`src/rtl/capture_pkg.sv`:
```
// Shared types and constants for the capture write scheduler.
// Latency: none (declarations only).
// Backpressure: not applicable.
package capture_pkg;

  localparam int NPORTS = 4;
  localparam int DATA_W = 32;
  localparam int ADDR_W = 13;
  localparam int DEPTH  = 1 << ADDR_W;

  // CTRL register address and bit positions within writedata
  localparam int CTRL_ADDR  = 0;
  localparam int CTRL_START = 0;
  localparam int CTRL_STOP  = 1;
  localparam int CTRL_CLEAR = 2;

  typedef enum logic [1:0] {
    IDLE = 2'd0,
    RUN  = 2'd1,
    FULL = 2'd2
  } state_t;

endpackage

```
`src/rtl/rr_arbiter4.sv`:
```
// Four-way round-robin arbiter: first requester after 'last', wrapping modulo 4.
// Latency: purely combinational, zero cycles.
// Backpressure: at most one grant; non-granted requesters wait.
module rr_arbiter4 (
  input  logic [3:0] req,
  input  logic [1:0] last,
  output logic [3:0] gnt,
  output logic [1:0] gnt_idx
);

  logic [1:0] cand;

  // Scan from farthest to nearest candidate so the nearest requester after 'last' wins
  always_comb begin
    gnt     = '0;
    gnt_idx = '0;
    cand    = '0;
    for (int i = 4; i >= 1; i--) begin
      cand = last + 2'(i);
      if (req[cand]) begin
        gnt     = 4'b0001 << cand;
        gnt_idx = cand;
      end
    end
  end

endmodule

```
`src/rtl/capture_sched.sv`:
```
// Round-robin scheduler sharing one capture RAM write port among four ports; runs the capture FSM and counters.
// Latency: accept-to-RAM write one cycle; sustains one write per cycle.
// Backpressure: req_ready is granted to one valid port per cycle in RUN only; zero in IDLE and FULL.
module capture_sched #(
  parameter int NPORTS = capture_pkg::NPORTS,
  parameter int DATA_W = capture_pkg::DATA_W,
  parameter int ADDR_W = capture_pkg::ADDR_W
) (
  input  logic                clk,
  input  logic                reset,
  input  logic                chipselect,
  input  logic                write,
  input  logic [3:0]          address,
  input  logic [31:0]         writedata,
  input  logic [NPORTS-1:0]   req_valid,
  input  logic [DATA_W-1:0]   req_data [NPORTS],
  output logic [NPORTS-1:0]   req_ready,
  output logic                ram_wren,
  output logic [ADDR_W-1:0]   ram_wraddress,
  output logic [DATA_W-1:0]   ram_data,
  output logic [1:0]          ram_tag,
  output logic                running,
  output logic                full,
  output logic [ADDR_W:0]     word_count,
  output logic [31:0]         total_time
);

  import capture_pkg::state_t;
  import capture_pkg::IDLE;
  import capture_pkg::RUN;
  import capture_pkg::FULL;
  import capture_pkg::CTRL_ADDR;
  import capture_pkg::CTRL_START;
  import capture_pkg::CTRL_STOP;
  import capture_pkg::CTRL_CLEAR;

  // Capacity as a count value: the single set bit just above the address range
  localparam logic [ADDR_W:0] DEPTH_C = {1'b1, {ADDR_W{1'b0}}};

  state_t          state;
  logic [1:0]      last_grant;
  logic [3:0]      gnt;
  logic [1:0]      gnt_idx;
  logic            accept;
  logic            ctrl_wr;
  logic            do_clear;
  logic            do_stop;
  logic            do_start;
  logic [ADDR_W:0] pending_cnt;
  logic            unused_wd;

  // Only bits 0..2 of CTRL carry meaning
  assign unused_wd = ^writedata[31:3];

  // CTRL decode with clear > stop > start
  assign ctrl_wr  = chipselect && write && (address == 4'(CTRL_ADDR));
  assign do_clear = ctrl_wr && writedata[CTRL_CLEAR];
  assign do_stop  = ctrl_wr && writedata[CTRL_STOP] && !do_clear;
  assign do_start = ctrl_wr && writedata[CTRL_START] && !do_clear && !writedata[CTRL_STOP];

  // Words committed so far, counting the write still in flight on the RAM port;
  // word_count lags accepts by one cycle, so capacity decisions use this instead.
  assign pending_cnt = word_count + (ADDR_W+1)'(ram_wren);

  rr_arbiter4 u_arb (
    .req     (req_valid),
    .last    (last_grant),
    .gnt     (gnt),
    .gnt_idx (gnt_idx)
  );

  // Grants are only visible while capturing
  assign req_ready = (state == RUN) ? gnt : '0;
  assign accept    = (state == RUN) && (|gnt);

  // Capture FSM with registered status outputs
  always_ff @(posedge clk) begin
    if (reset) begin
      state   <= IDLE;
      running <= 1'b0;
      full    <= 1'b0;
    end else if (do_clear) begin
      state   <= IDLE;
      running <= 1'b0;
      full    <= 1'b0;
    end else begin
      unique case (state)
        IDLE: begin
          if (do_start) begin
            if (pending_cnt < DEPTH_C) begin
              state   <= RUN;
              running <= 1'b1;
            end else begin
              state <= FULL;
              full  <= 1'b1;
            end
          end
        end
        RUN: begin
          if (do_stop) begin
            state   <= IDLE;
            running <= 1'b0;
          end else if (accept && (pending_cnt == DEPTH_C - 1'b1)) begin
            state   <= FULL;
            running <= 1'b0;
            full    <= 1'b1;
          end
        end
        FULL: begin
          state <= FULL;
        end
        default: begin
          state   <= IDLE;
          running <= 1'b0;
          full    <= 1'b0;
        end
      endcase
    end
  end

  // Register the accepted word toward the RAM; the write pulse lasts one cycle per accept
  always_ff @(posedge clk) begin
    if (reset) begin
      ram_wren <= 1'b0;
      ram_data <= '0;
      ram_tag  <= '0;
    end else begin
      ram_wren <= accept;
      if (accept) begin
        ram_data <= req_data[gnt_idx];
        ram_tag  <= gnt_idx;
      end
    end
  end

  // Round-robin pointer: follows the last accepted port, parked on the highest port after clear
  always_ff @(posedge clk) begin
    if (reset || do_clear) begin
      last_grant <= 2'(NPORTS - 1);
    end else if (accept) begin
      last_grant <= gnt_idx;
    end
  end

  // Address and word count advance after the write they describe has been presented
  always_ff @(posedge clk) begin
    if (reset || do_clear) begin
      ram_wraddress <= '0;
      word_count    <= '0;
    end else if (ram_wren) begin
      ram_wraddress <= ram_wraddress + 1'b1;
      word_count    <= word_count + 1'b1;
    end
  end

  // Saturating run-time counter
  always_ff @(posedge clk) begin
    if (reset || do_clear) begin
      total_time <= '0;
    end else if ((state == RUN) && (total_time != 32'hFFFF_FFFF)) begin
      total_time <= total_time + 1'b1;
    end
  end

endmodule
```
`config.mk`:
```
export PLATFORM = sky130hd
export DESIGN_NAME = capture_sched
export DESIGN_NICKNAME = d
export VERILOG_FILES = /design/src/rtl/capture_pkg.sv /design/src/rtl/rr_arbiter4.sv /design/src/rtl/capture_sched.sv
export SDC_FILE = /design/constraint.sdc
export NUM_CORES = 1
export LEC_CHECK = 0
export ABC_AREA = 1
export ABC_CLOCK_PERIOD_IN_PS = 2860
export CAP_MARGIN = 40
export CORE_AREA = 2 2 146 148
export DETAILED_ROUTE_END_ITERATION = 7
export DIE_AREA = 0 0 148 150
export SYNTH_ARGS = -nofsm -noshare
export SYNTH_HDL_FRONTEND = slang
export SYNTH_SLANG_ARGS = --single-unit
```
`constraint.sdc`:
```
create_clock -name clk -period 2.86 [get_ports clk]
set_input_delay 0.572 -clock clk [delete_from_list [all_inputs] [get_ports clk]]
set_output_delay 0.572 -clock clk [all_outputs]
set_load 0.01 [all_outputs]
```
==> metrics.md <==
| Metric | Value |
|---|---|
| Rel. slew slack | 64.1% |
| Worst slack at placement | -0.176 ns |
| Clk Latency, worst-skew pair | around 0.35 ns |
| Commonest non-fill, non-tap cells in the layout | clkdlybuf4s50_1 (238), nand2_1 (169), inv_1 (124), dfxtp_1 (100), o21ai_0 (88) |
| CTS buffer count | 9 |
| Wirelength, routed | 20400 µm |
| Area Overhead vs Synth | 51.6% |
| Port Buffers | about 240 |
| Global route overflow | 0 |
| Setup crit end | req_ready[3] |
| Max frequency | ~0.37 GHz |
| Commonest non-fill, non-tap cell in the layout | clkdlybuf4s50_1 |
| Syn avg cell area | between 6 and 7 µm² |
| DRC viols | 0 |
| CP Max Fanout | 4 |
| Cell accounting for the most synthesized area | dfxtp_1 |
| Finished Layout Cells | ~1400 |
| Num rows | 53 |
| Die width | 148 µm |
| Worst r2r path cells | 16 |
| Status | finished, final reports clean |
| Reg-to-Reg End | ram_data[15]$_SDFFE_PP0P_ |
| # H-tree levels | 3 |
| Dpl cells | 1425 |
| Initial antenna violation count | 0 |
| Final HPWL DP | approximately 15000 µm |
| Mapped Area | roughly 6000 µm² |
| Setup TNS | 0 ns |
| Post-synth EDFFs | 0 |
| CTS Sinks | 100 |
| Antenna Violating Nets Remaining | 0 |
| Routability Congestion | about 0.82 |
| Hold Vio Cnt, Final | 0 |
| WL/cell | around 14 µm |
| Crit path from | req_valid[0] |
| Starting density of the core | between 20% and 30% |
| Share of cells above drive strength 1 | under 10% |
| Worst min-delay path category | reg -> reg |
| DR vias | 6813 |
| Total track usage | 18.2% |
| Tmin final | around 2.7 ns |
| YS warnings | 0 |
| Root Buffer | clkbuf_16 |
| Flop2flop setup slack | approximately 0.45 ns |
| First-pass GRT wire length | around 33000 µm |
| FF-to-FF Start | last_grant[1]$_SDFFE_PP1P_ |
| Synth area leaders | dfxtp_1 (33%), nand2_1 (10%), inv_1 (7.6%), o21ai_0 (7.2%), a21oi_1 (4.4%) |
| Worst slew pin tran | between 0.5 and 0.6 ns |
| Final nets | roughly 1300 |
| Leakage | 3.54 nW |
| Share of the synthesized area in the top cell type | approximately 33% |
| Die H | around 150 µm |
| #FFs+latches synth | 100 |
| RSZ-0062 raised after global routing | false |
| Number of global-route vias before repair | between 6000 and 7000 |
| Pin count of the biggest net entering global routing | 98 |
| Initial drt markers | about 220 |
| Critical path startpoint category | input port |
| Peak supply drop | approximately 300 µV |
| Power per standard cell area | 485 nW/µm² |
| Mapped Cells | 917 |
| Clock tree buffer depth | 2 |
| Final Power | around 4.5 mW |
| Setup bufs post-CTS | 0 |
| Syn Nets | between 1000 and 1500 |
| Post-synth top flop | dfxtp_1 |
| Pins over their slew limit | 0 |
| Final setup viols | 0 |
| Antenna cells | 0 |
| Critical Path End Type | primary output |
| Worst Clk Skew | roughly 0.013 ns |
| Vias per cell | between 4 and 5 |
| Hold Path Depth | 2 |
| Post-synthesis cell type count | a little over 40 |
| Fin crit share | a little over nine tenths |
| Kind of critical path | in -> out |
| CTS tree | done |
| Max-cap viol count | 0 |
| Core Area | 20700 µm² |
| IO Count | approximately 270 |
| Setup ws final | around 0.15 ns |
| FFs w/ async S/R, synth | 0% |
| Seq/Total Area, Yosys | 32.7% |
| DIE AREA | 22200 µm² |
| WP data arrival | 2.14 ns |
| Clock transition at the registers of the reported paths | about 0.07 ns |
| DRT Pass-1 Iters | 5 |
| Worst hold-check slack | roughly 0.47 ns |
| CP required | roughly 2.3 ns |
## worst max-delay path: stages
cell and delay (ns):
clkdlybuf4s50_1 0.49, nand2_1 0.08, nand3_1 0.13, nand2_2 0.09, nor2_2 0.19, nand2_1 0.07, nand3_1 0.09, nand2_1 0.07
nor2_1 0.08, dlygate4sd2_1 0.28
## how the worst min path moves through the flow
stage | startpoint | endpoint
floorplan | full$_SDFFE_PP0P_ | full$_SDFFE_PP0P_
global placement | ram_tag[1]$_SDFFE_PP0P_ | ram_tag[1]$_SDFFE_PP0P_
detailed placement | ram_tag[1]$_SDFFE_PP0P_ | ram_tag[1]$_SDFFE_PP0P_
CTS | ram_tag[1]$_SDFFE_PP0P_ | ram_tag[1]$_SDFFE_PP0P_
global route | ram_tag[0]$_SDFFE_PP0P_ | ram_tag[0]$_SDFFE_PP0P_
finish | ram_tag[1]$_SDFFE_PP0P_ | ram_tag[1]$_SDFFE_PP0P_
## stage by stage
step	instance area, µm²	util [%]
finish	9270	44.8
global placement	8970	43.3
CTS	9270	44.8
floorplan	6110	-
detailed placement	8970	43.3
global route	9270	44.8
## registers in the layout, indices dropped and copies added (netlist names)
signal         count
ram_data          32
total_time        32
word_count        14
ram_wraddress     13
last_grant         2
ram_tag            2
state              2
full               1
ram_wren           1
running            1
## cell type report
type | instances | area, µm²
timing repair buffer | 272 | 2690
tap | 275 | 344
sequential | 100 | 2000
inverter | 131 | 492
clock buffer | 10 | 239
fill | 2155 | 11400
multi-input combinational | 647 | 3450
clock inverter | 6 | 53.8
## metal layers
layer / wire length, µm / vias up / track usage [%]
met5: 0 / - / 0
met4: 191 / 0 / 3.81
met3: 1630 / 11 / 6.25
met2: 9850 / 197 / 31.4
met1: 8690 / 3032 / 22.0
li1: - / 3573 / -
## cell families after synthesis
kind of cell,after synthesis,synth area share [%]
compound gates,258,25.1
xor+xnor,16,2.29
fa+ha+maj,12,2.46
buf+inv,170,11.2
flops,100,32.7
simple gates,361,26.2
## synthesized netlist by cell type (2+ instances only)
master      n
nand3_2     2
o21bai_1   33
buf_2       9
buf_4       3
a21oi_1    54
nor2_2      2
a211oi_1    2
xor2_1     14
nand4_1    15
ha_1       12
nand2_1   169
or2_1       2
nand2_2     7
o211ai_2    2
xnor2_1     2
nor2_1     70
or2_2       2
o21ai_0    88
inv_2       6
o21a_1      4
inv_1     124
o21ai_1     6
nor4_1      6
dfxtp_1   100
nor3b_1     7
clkbuf_1   22
a31oi_1    33
nor3_1     33
o211ai_1   34
o221ai_1    2
nand3_1    40
buf_6       3
## power breakdown
| group | internal, mW | leakage [nW] | switching (mW) |
|---|---|---|---|
| sequential | 1.47 | 0.809 | 0.0465 |
| combinational | 0.792 | 2.59 | 0.948 |
| clock | 0.631 | 0.142 | 0.607 |
## timing repair
item                       in CTS  in global routing
gates resized for setup         4                  4
hold buffers                    0                  0
setup endpoints to repair       4                  3
No activity file was read; power rests on OpenSTA's default activity.
